--- config.mk ---
export PLATFORM = sky130hd
export DESIGN_NAME = sisc_fetch_unit
export DESIGN_NICKNAME = d
export VERILOG_FILES = /design/src/rtl/sisc_pkg.sv /design/src/rtl/sisc_pc_next.sv /design/src/rtl/sisc_fetch_unit.sv
export SDC_FILE = /design/constraint.sdc
export NUM_CORES = 1
export LEC_CHECK = 0
export BUFFER_PORTS_ARGS = -buffer_cell sky130_fd_sc_hd__buf_2
export CAP_MARGIN = 20
export CORE_MARGIN = 3
export CORE_UTILIZATION = 40
export DETAILED_ROUTE_END_ITERATION = 8
export PLACE_DENSITY = 0.66
export SYNTH_ARGS = -nofsm -noshare
export SYNTH_HDL_FRONTEND = slang
export SYNTH_SLANG_ARGS = --single-unit
--- constraint.sdc ---
create_clock -name clk -period 3.05 [get_ports clk]
set_input_delay 0.1525 -clock clk [delete_from_list [all_inputs] [get_ports clk]]
set_output_delay 0.1525 -clock clk [all_outputs]
set_load 0.03 [all_outputs]
--- src/rtl/sisc_pkg.sv ---
// Shared definitions for the SISC core: opcode and addressing-mode constants,
// instruction field positions and the fetch FSM state encoding.
package sisc_pkg;

    localparam logic [3:0] OP_NOOP = 4'h0;
    localparam logic [3:0] OP_LOD  = 4'h1;
    localparam logic [3:0] OP_STR  = 4'h2;
    localparam logic [3:0] OP_BRA  = 4'h3;
    localparam logic [3:0] OP_XOR  = 4'h4;
    localparam logic [3:0] OP_ADD  = 4'h5;
    localparam logic [3:0] OP_ROT  = 4'h6;
    localparam logic [3:0] OP_SHF  = 4'h7;
    localparam logic [3:0] OP_HLT  = 4'hF;

    localparam logic [3:0] AM_IMM  = 4'h8;

    localparam int OPC_MSB = 31;
    localparam int OPC_LSB = 28;
    localparam int MM_MSB  = 27;
    localparam int MM_LSB  = 24;
    localparam int IMM_MSB = 15;
    localparam int IMM_LSB = 0;

    typedef enum logic {
        ST_IDLE = 1'b0,
        ST_WAIT = 1'b1
    } fetch_state_e;

endpackage

--- src/rtl/sisc_pc_next.sv ---
// Combinational next-PC selection: sequential increment, absolute branch to imm,
// or relative branch from the current PC, all modulo 2^PC_W.
module sisc_pc_next #(
    parameter int PC_W = 16
) (
    input  logic [PC_W-1:0] i_pc,
    input  logic [15:0]     i_imm,
    input  logic            i_pc_sel,
    input  logic            i_br_sel,
    output logic [PC_W-1:0] o_pc_next
);

    logic [PC_W-1:0] w_imm;

    assign w_imm = PC_W'(i_imm);

    // Select between increment, absolute and relative targets
    always_comb begin
        o_pc_next = i_pc;
        if (!i_pc_sel) begin
            o_pc_next = i_pc + PC_W'(1);
        end else if (i_br_sel) begin
            o_pc_next = w_imm;
        end else begin
            o_pc_next = i_pc + w_imm;
        end
    end

endmodule

--- src/rtl/sisc_fetch_unit.sv ---
// SISC fetch datapath: PC and IR registers, next-PC update and a req/ack
// instruction fetch with an ack timeout that substitutes a no-op word.
module sisc_fetch_unit
    import sisc_pkg::*;
#(
    parameter int              PC_W        = 16,
    parameter int              IR_W        = 32,
    parameter logic [PC_W-1:0] RESET_PC    = {PC_W{1'b0}},
    parameter int              ACK_TIMEOUT = 15,
    parameter logic [IR_W-1:0] NOOP_WORD   = {IR_W{1'b0}}
) (
    input  logic            clk,
    input  logic            rst,
    input  logic            pc_rst,
    input  logic            pc_write,
    input  logic            pc_sel,
    input  logic            br_sel,
    input  logic            ir_load,
    output logic [PC_W-1:0] im_addr,
    output logic            im_req,
    input  logic [IR_W-1:0] im_rdata,
    input  logic            im_ack,
    output logic [PC_W-1:0] pc_out,
    output logic [IR_W-1:0] ir,
    output logic [3:0]      opcode,
    output logic [3:0]      mm,
    output logic [15:0]     imm,
    output logic            fetch_busy,
    output logic            fetch_err
);

    localparam int              CNT_W    = $clog2(ACK_TIMEOUT + 1);
    localparam logic [CNT_W-1:0] CNT_LAST = CNT_W'(ACK_TIMEOUT - 1);

    fetch_state_e    r_state;
    logic [PC_W-1:0] r_pc;
    logic [PC_W-1:0] r_im_addr;
    logic [IR_W-1:0] r_ir;
    logic            r_im_req;
    logic            r_busy;
    logic            r_err;
    logic [CNT_W-1:0] r_cnt;
    logic [PC_W-1:0] w_pc_next;

    sisc_pc_next #(.PC_W(PC_W)) u_pc_next (
        .i_pc      (r_pc),
        .i_imm     (imm),
        .i_pc_sel  (pc_sel),
        .i_br_sel  (br_sel),
        .o_pc_next (w_pc_next)
    );

    // Program counter: rst > pc_rst > pc_write, independent of fetch state
    always_ff @(posedge clk) begin
        if (rst) begin
            r_pc <= RESET_PC;
        end else if (pc_rst) begin
            r_pc <= RESET_PC;
        end else if (pc_write) begin
            r_pc <= w_pc_next;
        end else begin
            r_pc <= r_pc;
        end
    end

    // Fetch FSM; in WAIT an abort beats an ack, and an ack beats the timeout
    always_ff @(posedge clk) begin
        if (rst) begin
            r_state   <= ST_IDLE;
            r_ir      <= {IR_W{1'b0}};
            r_im_req  <= 1'b0;
            r_im_addr <= {PC_W{1'b0}};
            r_busy    <= 1'b0;
            r_err     <= 1'b0;
            r_cnt     <= {CNT_W{1'b0}};
        end else begin
            case (r_state)
                ST_IDLE: begin
                    if (ir_load && !pc_rst) begin
                        r_state   <= ST_WAIT;
                        r_im_addr <= r_pc;
                        r_im_req  <= 1'b1;
                        r_busy    <= 1'b1;
                        r_cnt     <= {CNT_W{1'b0}};
                    end else begin
                        r_state <= ST_IDLE;
                    end
                end
                ST_WAIT: begin
                    if (pc_rst) begin
                        r_state  <= ST_IDLE;
                        r_im_req <= 1'b0;
                        r_busy   <= 1'b0;
                        r_cnt    <= {CNT_W{1'b0}};
                    end else if (im_ack) begin
                        r_state  <= ST_IDLE;
                        r_ir     <= im_rdata;
                        r_im_req <= 1'b0;
                        r_busy   <= 1'b0;
                        r_cnt    <= {CNT_W{1'b0}};
                    end else if (r_cnt == CNT_LAST) begin
                        r_state  <= ST_IDLE;
                        r_ir     <= NOOP_WORD;
                        r_im_req <= 1'b0;
                        r_busy   <= 1'b0;
                        r_err    <= 1'b1;
                        r_cnt    <= {CNT_W{1'b0}};
                    end else begin
                        r_cnt <= r_cnt + CNT_W'(1);
                    end
                end
                default: begin
                    r_state  <= ST_IDLE;
                    r_im_req <= 1'b0;
                    r_busy   <= 1'b0;
                    r_cnt    <= {CNT_W{1'b0}};
                end
            endcase
        end
    end

    assign pc_out     = r_pc;
    assign im_addr    = r_im_addr;
    assign im_req     = r_im_req;
    assign ir         = r_ir;
    assign fetch_busy = r_busy;
    assign fetch_err  = r_err;
    assign opcode     = r_ir[OPC_MSB:OPC_LSB];
    assign mm         = r_ir[MM_MSB:MM_LSB];
    assign imm        = r_ir[IMM_MSB:IMM_LSB];

endmodule

Word-level counts from Yosys, hierarchy flattened --
Cells that the tools add are included.
Storage, ports and cells: latch bits 0, memory bits (writable) 0, register bits 71, memories 0, ROM bits 0
Operators by class: add/subtract/negate cells 3, bitwise gates (word level) 3, multiply operators 0, shift operators 0, multiplexer cells 19, divide/modulo/power cells 0, eq/ne operators 3, reductions and logical operators 8, magnitude comparators 0
Operators by type and width (count):
- two-way mux 32 bit | 2
- two-way mux 16 bit | 2
- adder 16 x 1 -> 16 bit (second input constant) | 1
- adder 16 bit | 1
- two-way mux 4 bit | 4
- two-way mux 1 bit | 8
- case mux 4 bit (2 select lines) | 1
- adder 4 x 1 -> 4 bit (second input constant) | 1
- == test 4 bit (second input constant) | 1
- inequality test 4 x 3 -> 1 bit (second input constant) | 1
- case mux 1 bit (2 select lines) | 2
- AND reduction 2 bit | 2
- AND reduction 4 bit | 1
- NOT 1 bit | 3
- AND reduction 3 bit | 1
- inequality test 2 bit (second input constant) | 1
- nonzero test 2 bit | 1
- OR reduction 2 bit | 1
- logical AND 1 bit | 1
- zero test 1 bit | 1

Longest topological paths before layout --
Gate-level depths: netlist (run 1).
depth after elaboration 5, depth in mapped cells 9, gate-level depth less buffers 9

By module --
A second synthesis (run 1) with hierarchy kept.
Unflattened totals: cells, all modules 519, area, all modules 4102.7 µm²
Modules (own cells, without submodules):
- sisc_fetch_unit | area an instance 2836.5 µm², instances 1, cells an instance 332, sequential area each 1421.4 µm²
- sisc_pc_next | area an instance 1266.2 µm², instances 1, cells an instance 187, sequential area each 0.0 µm²

Worst setup path after synthesis (run 1) --
No wires, ideal clock.
path kind register -> register, start point register r_pc[0], in the netlist pc_out[0], end point register r_pc[12], in the netlist pc_out[12], slack 0.624 ns, data required time 2.980 ns, library setup time 0.070 ns, arrival time 2.356 ns, path buffers 0, cell stages (with the launch flop) 10, cell sequence dfxtp_1 > ha_1 > fa_1 > a21o_1 > a211oi_2 > nor3_1 > o21ai_1 > nor2b_1 > mux2_1 > a21oi_1
On the way: word-level cells in the longest chain between the ends 3, elaborated cells on any way between the ends 4, those cells by class 2 x add/sub; 2 x mux
Ends and longest elaborated chain:
- from (decl) | line sisc_fetch_unit.sv:36 | logic [PC_W-1:0] r_pc;
- from (signal assigned) | line sisc_fetch_unit.sv:60 | r_pc <= w_pc_next;
- from (signal assigned) | line sisc_fetch_unit.sv:62 | r_pc <= r_pc;
- adder 16 bit | line sisc_pc_next.sv:25 | o_pc_next = i_pc + w_imm;
- two-way mux 16 bit | line sisc_pc_next.sv:22 | end else if (i_br_sel) begin
- two-way mux 16 bit * | line sisc_pc_next.sv:20 | if (!i_pc_sel) begin
Every way passes the cells marked *; elsewhere a longest branch is shown, timed or not. A chain may end at the register's enable or synchronous reset.

Worst setup path after layout (run 1) --
Ends and elaborated chain as after synthesis.

==> flow_metrics.tcl, run 1 <==
set metrics [dict create \
    status "finished, final reports clean" \
    initial_utilization_pct 41.9 \
    avgSynthCellArea_sq_um 7.96 \
    drive_above_1_share_pct 26.6 \
    dpl.hpwl_microns 8100 \
    final-setup-viol-count 0 \
    vias_per_cell 5.28 \
    cp_data_required_time_ps 3330 \
    r2r_slack_ps 540 \
    min_path_type "in -> reg" \
    grt_max_degree 57 \
    whs_ps 50.1 \
    clock_latency_ps 350 \
    clock-sinks 71 \
    worst_pin_slew_ps 654 \
    antenna_found_initial 0 \
    synthSimpleGateAreaFrac_pct 19.7 \
    synth_area_sq_um 3950 \
    drtIter0Drc 190 \
    finalPower_mw 2.07 \
    dr_total_vias 3819 \
    rows 35 \
    slew_headroom_pct 56.4 \
    synth_fp_nets 555 \
    synth_top_family_by_area "compound AO/OA/AOI/OAI gates" \
    clk_pin_slew_ps 80 \
    skew_ps 13.4 \
    critPathLaunchType "flip-flop" \
    wire_per_inst_microns 14.9 \
    synth_cells 496 \
    grt_pass1_wl_microns 17500 \
    die_x_microns 105 \
    die_area_sq_um 11100 \
    die_h_microns 105 \
    port_buffers 130 \
    nets 649 \
    cap_viol_max_count 0 \
    yosysWarnings 0 \
    synth-edff-count 0 \
    ys_ff_latch 71 \
    p_per_area_nw_per_um2 436 \
    finalCriticalPeriod_ps 2510 \
    drc_errors 0 \
    yosysUniqueCellTypes 53 \
    holdBufCountCts 0 \
    cellLeakagePower_nw 2.15 \
    clock_path_buffers 2 \
    synth_fa_ha_area_share_pct 6.21 \
    ys_seq_area_share_pct 36.0 \
    synth-compound-area-share_pct 26.0 \
    mostFrequentLayoutCell "buf_2" \
    finalWeightedCongestion 0.877 \
    postLayoutCoreUtil_pct 50.5 \
    ant_nets 0 \
    fmax_mhz 399 \
    gr-usage-met2_pct 29.6 \
    tritoncts "done" \
    gr-total-overflow 0 \
    grt_use_total_pct 19.1 \
    top_usage_layer "met2" \
    cts_buffers 9 \
    post-route-period-util_pct 82.2 \
    dr.pass1.iters 4 \
    ys.flop_type "dfxtp_1" \
    layout_common_cells "buf_2 (130), dfxtp_1 (71), nor2_1 (60), nand2_1 (54), a21oi_1 (44)" \
    cts-root-buf "clkbuf_8" \
    finalHoldViolCount 0 \
    io-pin-count 131 \
    grt_pass1_vias 3511 \
    worstPathMaxFanout 8 \
    peakVddDrop_mv 0.225 \
    diodes 0 \
    fin_cells 723 \
    cts_resized 0 \
    htreeDepth 3 \
    core_area_sq_um 9420 \
    synthXorXnorAreaFrac_pct 2.44 \
    maxSlewViolCount 0 \
    cts_setup_buffers 0 \
    critPathKind "reg -> reg" \
    drt_wl_total_microns 10800 \
    yosys-mux-area-fraction_pct 1.81 \
    area_growth_pct 20.4 \
    met3_usage_pct 3.98 \
    cp_data_arrival_time_ps 2790 \
    tns_ps 0 \
    dpl.cell_count 708 \
    rsz0062_at_grt "false" \
    async_flop_share_pct 0 \
    use_met1_pct 26.6 \
    endpoint_kind "flip-flop" \
]
## final cells by class
type | count | area, sq um
fillers | 995 | 4660
multi-input cells | 368 | 2220
flip-flops and latches | 71 | 1420
repair buffers | 135 | 688
well taps | 129 | 161
clock buffers | 10 | 138
clock inverters | 5 | 106
inverters | 5 | 18.8
## worst max-delay path: stages (launching register included)
cell and delay [ps]:
dfxtp_1 390, ha_1 260, fa_1 400, a21o_1 220
a211oi_2 260, nor3_1 80, o21ai_1 190, nor2b_1 170
mux2_1 320, a21oi_1 130
## kinds of logic after synthesis
logic type | Yosys count
compound gates | 159
xor+xnor | 11
buf+inv | 57
mux | 7
fa+ha+maj | 19
simple gates | 172
flops | 71
## power by group
part	total [mW]	switching [mW]	internal (mW)
clock	0.918	0.356	0.562
combinational	0.199	0.129	0.0695
sequential	0.956	0.0166	0.939
## cell usage after synthesis (all sizes together), types with 2 or more instances
| cell type | n | share of area (%) |
|---|---|---|
| mux2i | 6 | 1.5 |
| nand4 | 3 | 0.48 |
| o31ai | 4 | 0.76 |
| a22oi | 36 | 6.8 |
| a31oi | 6 | 0.95 |
| a21oi | 45 | 5.8 |
| o221ai | 3 | 0.82 |
| xnor2 | 7 | 1.6 |
| clkbuf | 21 | 2.0 |
| nor2b | 10 | 1.6 |
| or2 | 2 | 0.32 |
| xor2 | 4 | 0.89 |
| nor3 | 9 | 1.1 |
| nand3 | 8 | 1.0 |
| inv | 4 | 0.38 |
| a311o | 2 | 0.51 |
| nand2 | 54 | 5.1 |
| o21bai | 2 | 0.38 |
| o21a | 4 | 0.76 |
| and3 | 7 | 1.1 |
| and2 | 6 | 0.95 |
| buf | 31 | 5.4 |
| nand2b | 6 | 0.95 |
| ha | 18 | 5.7 |
| dfxtp | 71 | 36 |
| nor2 | 61 | 5.9 |
| a211oi | 5 | 1.2 |
| o211ai | 6 | 1.1 |
| a21o | 7 | 1.3 |
| o21ai | 33 | 4.2 |
## metrics by stage
step	setup slack, ps	area (sq um)
3_3_place_gp	621	4510
4_1_cts	522	4750
5_1_grt	368	4750
6_report	543	4750
3_5_place_dp	550	4510
2_1_floorplan	624	3950
## registers in the layout (all words and copies together) (netlist names)
| register | cells |
|---|---|
| fetch_busy | 1 |
| fetch_err | 1 |
| im_addr | 16 |
| ir | 32 |
| pc_out | 16 |
| r_cnt | 4 |
| r_state | 1 |
## path summary, 6_finish.rpt
| kind | end | cells past startpoint | from |
|---|---|---|---|
| max reg2reg | pc_out[12]$_SDFFE_PP0P_ | 9 | pc_out[0]$_SDFFE_PP0P_ |
| max | pc_out[12]$_SDFFE_PP0P_ | 9 | pc_out[0]$_SDFFE_PP0P_ |
| min reg2reg | im_addr[6]$_SDFFE_PP0P_ | 2 | im_addr[6]$_SDFFE_PP0P_ |
| min | ir[1]$_SDFFE_PP0P_ | 3 | im_rdata[1] |
## routing by layer
layer	part of all wire, %	vias to the layer above
met5	0	-
met4	0.59	0
met3	7.6	4
met2	45	129
met1	47	1749
li1	-	1937
No activity file was read; power rests on OpenSTA's default activity.
==> inputs of run 2 (changes only) <==
--- a/config.mk
+++ b/config.mk
@@ -5,12 +5,13 @@
 export SDC_FILE = /design/constraint.sdc
 export NUM_CORES = 1
 export LEC_CHECK = 0
+export ABC_AREA = 1
 export BUFFER_PORTS_ARGS = -buffer_cell sky130_fd_sc_hd__buf_2
 export CAP_MARGIN = 20
 export CORE_MARGIN = 3
 export CORE_UTILIZATION = 40
 export DETAILED_ROUTE_END_ITERATION = 8
-export PLACE_DENSITY = 0.66
+export PLACE_DENSITY = 0.64
 export SYNTH_ARGS = -nofsm -noshare
 export SYNTH_HDL_FRONTEND = slang
 export SYNTH_SLANG_ARGS = --single-unit
==> constraint.sdc (replaced) <==
create_clock -name clk -period 2.55 [get_ports clk]
set_input_delay 0.1275 -clock clk [delete_from_list [all_inputs] [get_ports clk]]
set_output_delay 0.1275 -clock clk [all_outputs]
set_load 0.03 [all_outputs]
==> run 2 against run 1 <==
First-iteration DRC count grew 67%. Global-route usage increased by 2.6 points. Combinational power rose by 120%. Sequential cell count did not move. Clock-buffer cell count increased by 1. Area after synthesis rose by 13%. Hold slack lost 16 ps. Fmax increased by 27%. Register-to-register slack better by 30 ps. Clock skew down 1.2 ps. Synthesized cell count up 34%. Non-clock buffer count up 11. Critical path type unchanged. Largest power group unchanged.
==> flow_metrics.tcl, run 2 <==
set metrics [dict create \
    status "finished, final reports clean" \
    cell_internal_pwr_mw 1.74 \
    cts-root-buf "clkbuf_8" \
    cap_viol_max_count 0 \
    synth_fp_nets 724 \
    htreeDepth 3 \
    critPathLaunchType "flip-flop" \
    drt_wl_total_microns 13700 \
    cp_data_required_time_ps 2800 \
    worstPathMaxFanout 7 \
    power.switching_mw 0.794 \
    gr-total-overflow 0 \
    synth_area_sq_um 4450 \
    drc_errors 0 \
    critPathLaunch "pc_out[0]$_SDFFE_PP0P_" \
    finalWeightedCongestion 0.991 \
    finalCriticalPeriod_ps 1980 \
    seqPwrFrac_pct 46.1 \
    grt_pass1_vias 4487 \
    synth_cells 665 \
    critPathKind "reg -> reg" \
    clock_power_share_pct 37.0 \
    hold_start "im_rdata[13]" \
    ys_ff_latch 71 \
    drive_above_1_share_pct 25.2 \
    core_area_sq_um 10600 \
    cp_data_arrival_time_ps 2220 \
    swShare_pct 31.3 \
    synthTopCellsByCount "nand2_1 (120), a21oi_1 (78), nand3_1 (76)" \
    whs_ps 34.5 \
    initial_utilization_pct 42.2 \
    peakVddDrop_mv 0.278 \
    reg2reg_depth 11 \
    nFillCells 1091 \
    die_x_microns 111 \
    seq_area_sq_um 1420 \
    min_path_type "in -> reg" \
    dpl.hpwl_microns 10300 \
    synth.most_common_cell "nand2_1" \
    tritoncts "done" \
    area_growth_pct 17.9 \
    cts_resized 0 \
    tns_ps 0 \
    grt_max_degree 34 \
    cellLeakagePower_nw 2.53 \
    clock_latency_ps 360 \
    antenna_found_initial 0 \
    postLayoutCoreUtil_pct 49.7 \
    r2r_start "pc_out[0]$_SDFFE_PP0P_" \
    port_buffers 130 \
    hold_depth 3 \
    dr.pass1.iters 6 \
    clk_pin_slew_ps 80 \
    post-route-period-util_pct 77.6 \
    die_area_sq_um 12400 \
    maxSlewViolCount 0 \
    wire_per_inst_microns 15.2 \
    yosys-top-cells-area "dfxtp_1 (32%), nand2_1 (10%), a21oi_1 (8.8%)" \
    yosysUniqueCellTypes 35 \
    grt_pass1_wl_microns 22100 \
    nets 824 \
    largest_reg_flops 32 \
    fin_cells 906 \
    finalHoldViolCount 0 \
    clock-sinks 71 \
    ys_seq_area_share_pct 31.9 \
    rows 37 \
    cts_buffers 9 \
    mostFrequentLayoutCell "buf_2" \
    dr_total_vias 4758 \
    worst_pin_slew_ps 834 \
    endpoint_kind "flip-flop" \
    clock_path_buffers 2 \
    ys.flop_type "dfxtp_1" \
    p_comb_share_pct 16.9 \
    yosysWarnings 0 \
    die_h_microns 111 \
    r2r_slack_ps 570 \
    multi_input_area_sq_um 2410 \
    dpl.cell_count 888 \
    synth_area_leader_cell "dfxtp_1" \
    io-pin-count 131 \
    final-setup-viol-count 0 \
    vias_per_cell 5.25 \
    slew_headroom_pct 44.3 \
    layout_common_cells "buf_2 (130), nand2_1 (120), a21oi_1 (78), nand3_1 (76), dfxtp_1 (71)" \
    avgSynthCellArea_sq_um 6.69 \
    fmax_mhz 506 \
    async_flop_share_pct 0 \
    synth-edff-count 0 \
    p_per_area_nw_per_um2 484 \
    ant_nets 0 \
    drtIter0Drc 317 \
    yosysTopAreaCellShare_pct 31.9 \
    rsz0062_at_grt "false" \
    grt_use_total_pct 21.7 \
    skew_ps 12.2 \
    diodes 0 \
]
run 2: logic make-up after synthesis:
logic type,Yosys count,synth area share (%)
buffers and inverters,129,13.9
DFF,71,31.9
and+or+nand+nor,279,28.1
adders and majority gates,19,5.51
xor gates and xnor gates,8,1.57
AOI/OAI and AO/OA,159,19.0
run 2: worst max-delay path: stages, from the launching register on:
cell and delay (ps):
dfxtp_1 390, ha_1 250, fa_1 380, nand2_1 100, nand2_1 70, and2_1 180
nand3_1 130, nand3_1 90, nand2_1 60, nand3_1 60, nand2_1 90, a21oi_1 60
run 2: worst paths after layout:
kind | end
worst max-delay path | pc_out[12]$_SDFFE_PP0P_
worst min-delay path | ir[13]$_SDFFE_PP0P_
worst max register to register | pc_out[12]$_SDFFE_PP0P_
worst min register to register | im_addr[10]$_SDFFE_PP0P_
run 2: through the flow:
stage	area (sq um)	worst slack, ps	power, mW
after floorplan	4450	658	1.51
after global placement	5030	668	1.62
after detailed placement	5030	632	1.62
after CTS	5250	608	2.56
after global routing	5250	415	2.65
final	5250	572	2.54
run 2: power by group through the flow:
stage	logic, mW	clock network (mW)	registers, mW
3_5_place_dp	0.427	0	1.19
4_1_cts	0.431	0.961	1.17
6_report	0.429	0.940	1.17
2_1_floorplan	0.259	0	1.25
3_3_place_gp	0.423	0	1.19
5_1_grt	0.472	1.01	1.17
run 2: layer usage:
| layer | vias up | wire length (microns) | GRT usage (%) |
|---|---|---|---|
| li1 | 2366 | - | - |
| met1 | 2159 | 6100 | 27.6 |
| met2 | 199 | 6070 | 34.9 |
| met3 | 34 | 1140 | 5.00 |
| met4 | 0 | 448 | 10.2 |
| met5 | - | 0 | 0 |
run 2: timing repair:
item	in CTS	in global routing
hold buffers	2	0
buffers inserted	0	0
hold endpoints to repair	2	0
run 2: layout make-up:
cell class                      count  share of cell area [%]
Sequential cell                    71                    27.1
Multi-Input combinational cell    465                    45.9
Timing Repair Buffer              146                    14.8
Clock inverter                      5                    1.07
Inverter                           72                    5.20
Tap cell                          136                    3.24
Clock buffer                       11                    2.69
==> inputs of run 3 (changes only) <==
--- a/config.mk
+++ b/config.mk
@@ -5,13 +5,13 @@
 export SDC_FILE = /design/constraint.sdc
 export NUM_CORES = 1
 export LEC_CHECK = 0
-export ABC_AREA = 1
+export ABC_AREA = 0
 export BUFFER_PORTS_ARGS = -buffer_cell sky130_fd_sc_hd__buf_2
 export CAP_MARGIN = 20
 export CORE_MARGIN = 3
 export CORE_UTILIZATION = 40
 export DETAILED_ROUTE_END_ITERATION = 8
-export PLACE_DENSITY = 0.64
+export PLACE_DENSITY = 0.66
 export SYNTH_ARGS = -nofsm -noshare
 export SYNTH_HDL_FRONTEND = slang
 export SYNTH_SLANG_ARGS = --single-unit
==> constraint.sdc (replaced) <==
create_clock -name clk -period 2.1 [get_ports clk]
set_input_delay 0.105 -clock clk [delete_from_list [all_inputs] [get_ports clk]]
set_output_delay 0.105 -clock clk [all_outputs]
set_load 0.03 [all_outputs]
==> run 3 against run 2 <==
The flow now finishes with violations (negative setup slack). Non-clock buffer count rose by 50. Largest cell class unchanged. Clock power is 23% higher. Highest routed layer unchanged. Via count down 13%. Routed wire length fell by 12%. Clock-buffer cell count fell by 1. Critical path depth fell by 2. Sequential share of layout area up 0.090 points. Fmax down 10%. Cell count fell by 13%.
==> flow_metrics.tcl, run 3 (synthesized netlist as in run 1, its figures left out) <==
set metrics [dict create \
    clock_path_buffers 2 \
    cap_viol_max_count 0 \
    maxSlewViolCount 0 \
    min_path_type "in -> reg" \
    core_area_sq_um 9420 \
    die_x_microns 105 \
    finalPower_mw 2.89 \
    cts-root-buf "clkbuf_8" \
    power.switching_mw 0.796 \
    tritoncts "done" \
    finalHoldViolCount 0 \
    worstPathMaxFanout 2 \
    vias_per_cell 5.30 \
    r2r_start "ir[0]$_SDFFE_PP0P_" \
    dr.pass1.iters 4 \
    critPathLaunch "ir[0]$_SDFFE_PP0P_" \
    slew_headroom_pct 57.8 \
    clk_pin_slew_ps 90 \
    die_h_microns 105 \
    grt_pass1_wl_microns 19600 \
    antenna_found_initial 0 \
    skew_ps 8.20 \
    cp_data_required_time_ps 2390 \
    mostFrequentLayoutCell "buf_2" \
    clock-sinks 71 \
    worst_pin_slew_ps 633 \
    violations "negative setup slack" \
    final-setup-viol-count 3 \
    gr-total-overflow 0 \
    fmax_mhz 455 \
    drive_above_1_share_pct 34.0 \
    htreeDepth 3 \
    tns_ps -229 \
    nFillCells 894 \
    seq_area_sq_um 1440 \
    hold_start "im_rdata[30]" \
    die_area_sq_um 11100 \
    finalCriticalPeriod_ps 2200 \
    clock_power_share_pct 40.0 \
    cell_internal_pwr_mw 2.09 \
    layout_common_cells "buf_2 (130), dfxtp_1 (61), nor2_1 (60), nand2_1 (54), buf_4 (49)" \
    peakVddDrop_mv 0.301 \
    finalWeightedCongestion 0.920 \
    dpl.hpwl_microns 9050 \
    drc_errors 0 \
    grt_use_total_pct 21.7 \
    initial_utilization_pct 41.9 \
    endpoint_kind "flip-flop" \
    seqPwrFrac_pct 47.6 \
    cts_buffers 9 \
    worst_slack_ps -97.3 \
    io-pin-count 131 \
    grt_pass1_vias 3895 \
    swShare_pct 27.6 \
    diodes 0 \
    cp_data_arrival_time_ps 2480 \
    nets 710 \
    p_per_area_nw_per_um2 544 \
    status "complete, but fails checks" \
    critPathKind "reg -> reg" \
    grt_max_degree 34 \
    drtIter0Drc 251 \
    area_growth_pct 34.4 \
    rsz0062_at_grt "true" \
    dr_total_vias 4160 \
    critPathLaunchType "flip-flop" \
    post-route-period-util_pct 105 \
    port_buffers 130 \
    largest_reg_flops 32 \
    ant_nets 0 \
    clock_latency_ps 350 \
    wire_per_inst_microns 15.3 \
    cellLeakagePower_nw 2.44 \
    multi_input_area_sq_um 2290 \
    rows 35 \
    drt_wl_total_microns 12000 \
    p_comb_share_pct 12.3 \
]
run 3: critical path: stages (launching register included):
cell      delay, ps
dfxtp_4         360
ha_4            160
fa_2            330
a21o_1          180
a211oi_2        220
nor3_1           90
o21ai_1         170
nor2b_2         170
mux2_1          340
a21oi_2         120
run 3: final timing paths:
kind                        endpoint  slack, ps  cells after the start
max reg2reg  pc_out[12]$_SDFFE_PP0P_       -100                      9
max          pc_out[12]$_SDFFE_PP0P_       -100                      9
min reg2reg  im_addr[5]$_SDFFE_PP0P_        450                      2
min              ir[30]$_SDFFE_PP0P_         10                      3
run 3: layout make-up:
| class | count | area share [%] |
|---|---|---|
| clock buffers | 10 | 2.59 |
| clock inverters | 6 | 1.27 |
| inverters | 5 | 0.354 |
| multi-input cells | 368 | 43.2 |
| flip-flops and latches | 71 | 27.2 |
| well taps | 129 | 3.04 |
| repair buffers | 196 | 22.4 |
run 3: metal layers:
metal	track usage, %	vias to the layer above	routed length (microns)
met5	0	-	0
met4	6.09	0	146
met3	4.78	12	839
met2	32.3	133	5310
met1	31.3	1958	5750
li1	-	2057	-
run 3: metrics by stage:
step / area (sq um) / hold WS (ps) / util (%) / std cells / worst slack, ps
2_1_floorplan: 3980 / 266 / - / 496 / -59.7
3_3_place_gp: 4830 / 351 / 51.3 / 747 / -71.5
3_5_place_dp: 4830 / 360 / 51.3 / 747 / -86.9
4_1_cts: 5260 / 0.317 / 55.8 / 782 / -89.3
5_1_grt: 5310 / 4.23 / 56.3 / 785 / -215
6_report: 5310 / 12.0 / 56.3 / 785 / -97.3
run 3: power by group through the flow:
stage	clock network (mW)	logic, mW	registers [mW]
after floorplan	0	0.169	1.45
after CTS	1.19	0.354	1.38
final	1.16	0.356	1.38
after global placement	0	0.322	1.41
after detailed placement	0	0.327	1.41
after global routing	1.24	0.388	1.38
run 3: what timing repair did:
action / in CTS / in global routing
gates cloned: 0 / 0
pin swaps: 9 / 9
gates resized for setup: 5 / 6
endpoints found under the hold margin: 17 / 0
hold buffers: 17 / 0
setup buffers: 2 / 4
endpoints found under the setup margin: 4 / 9
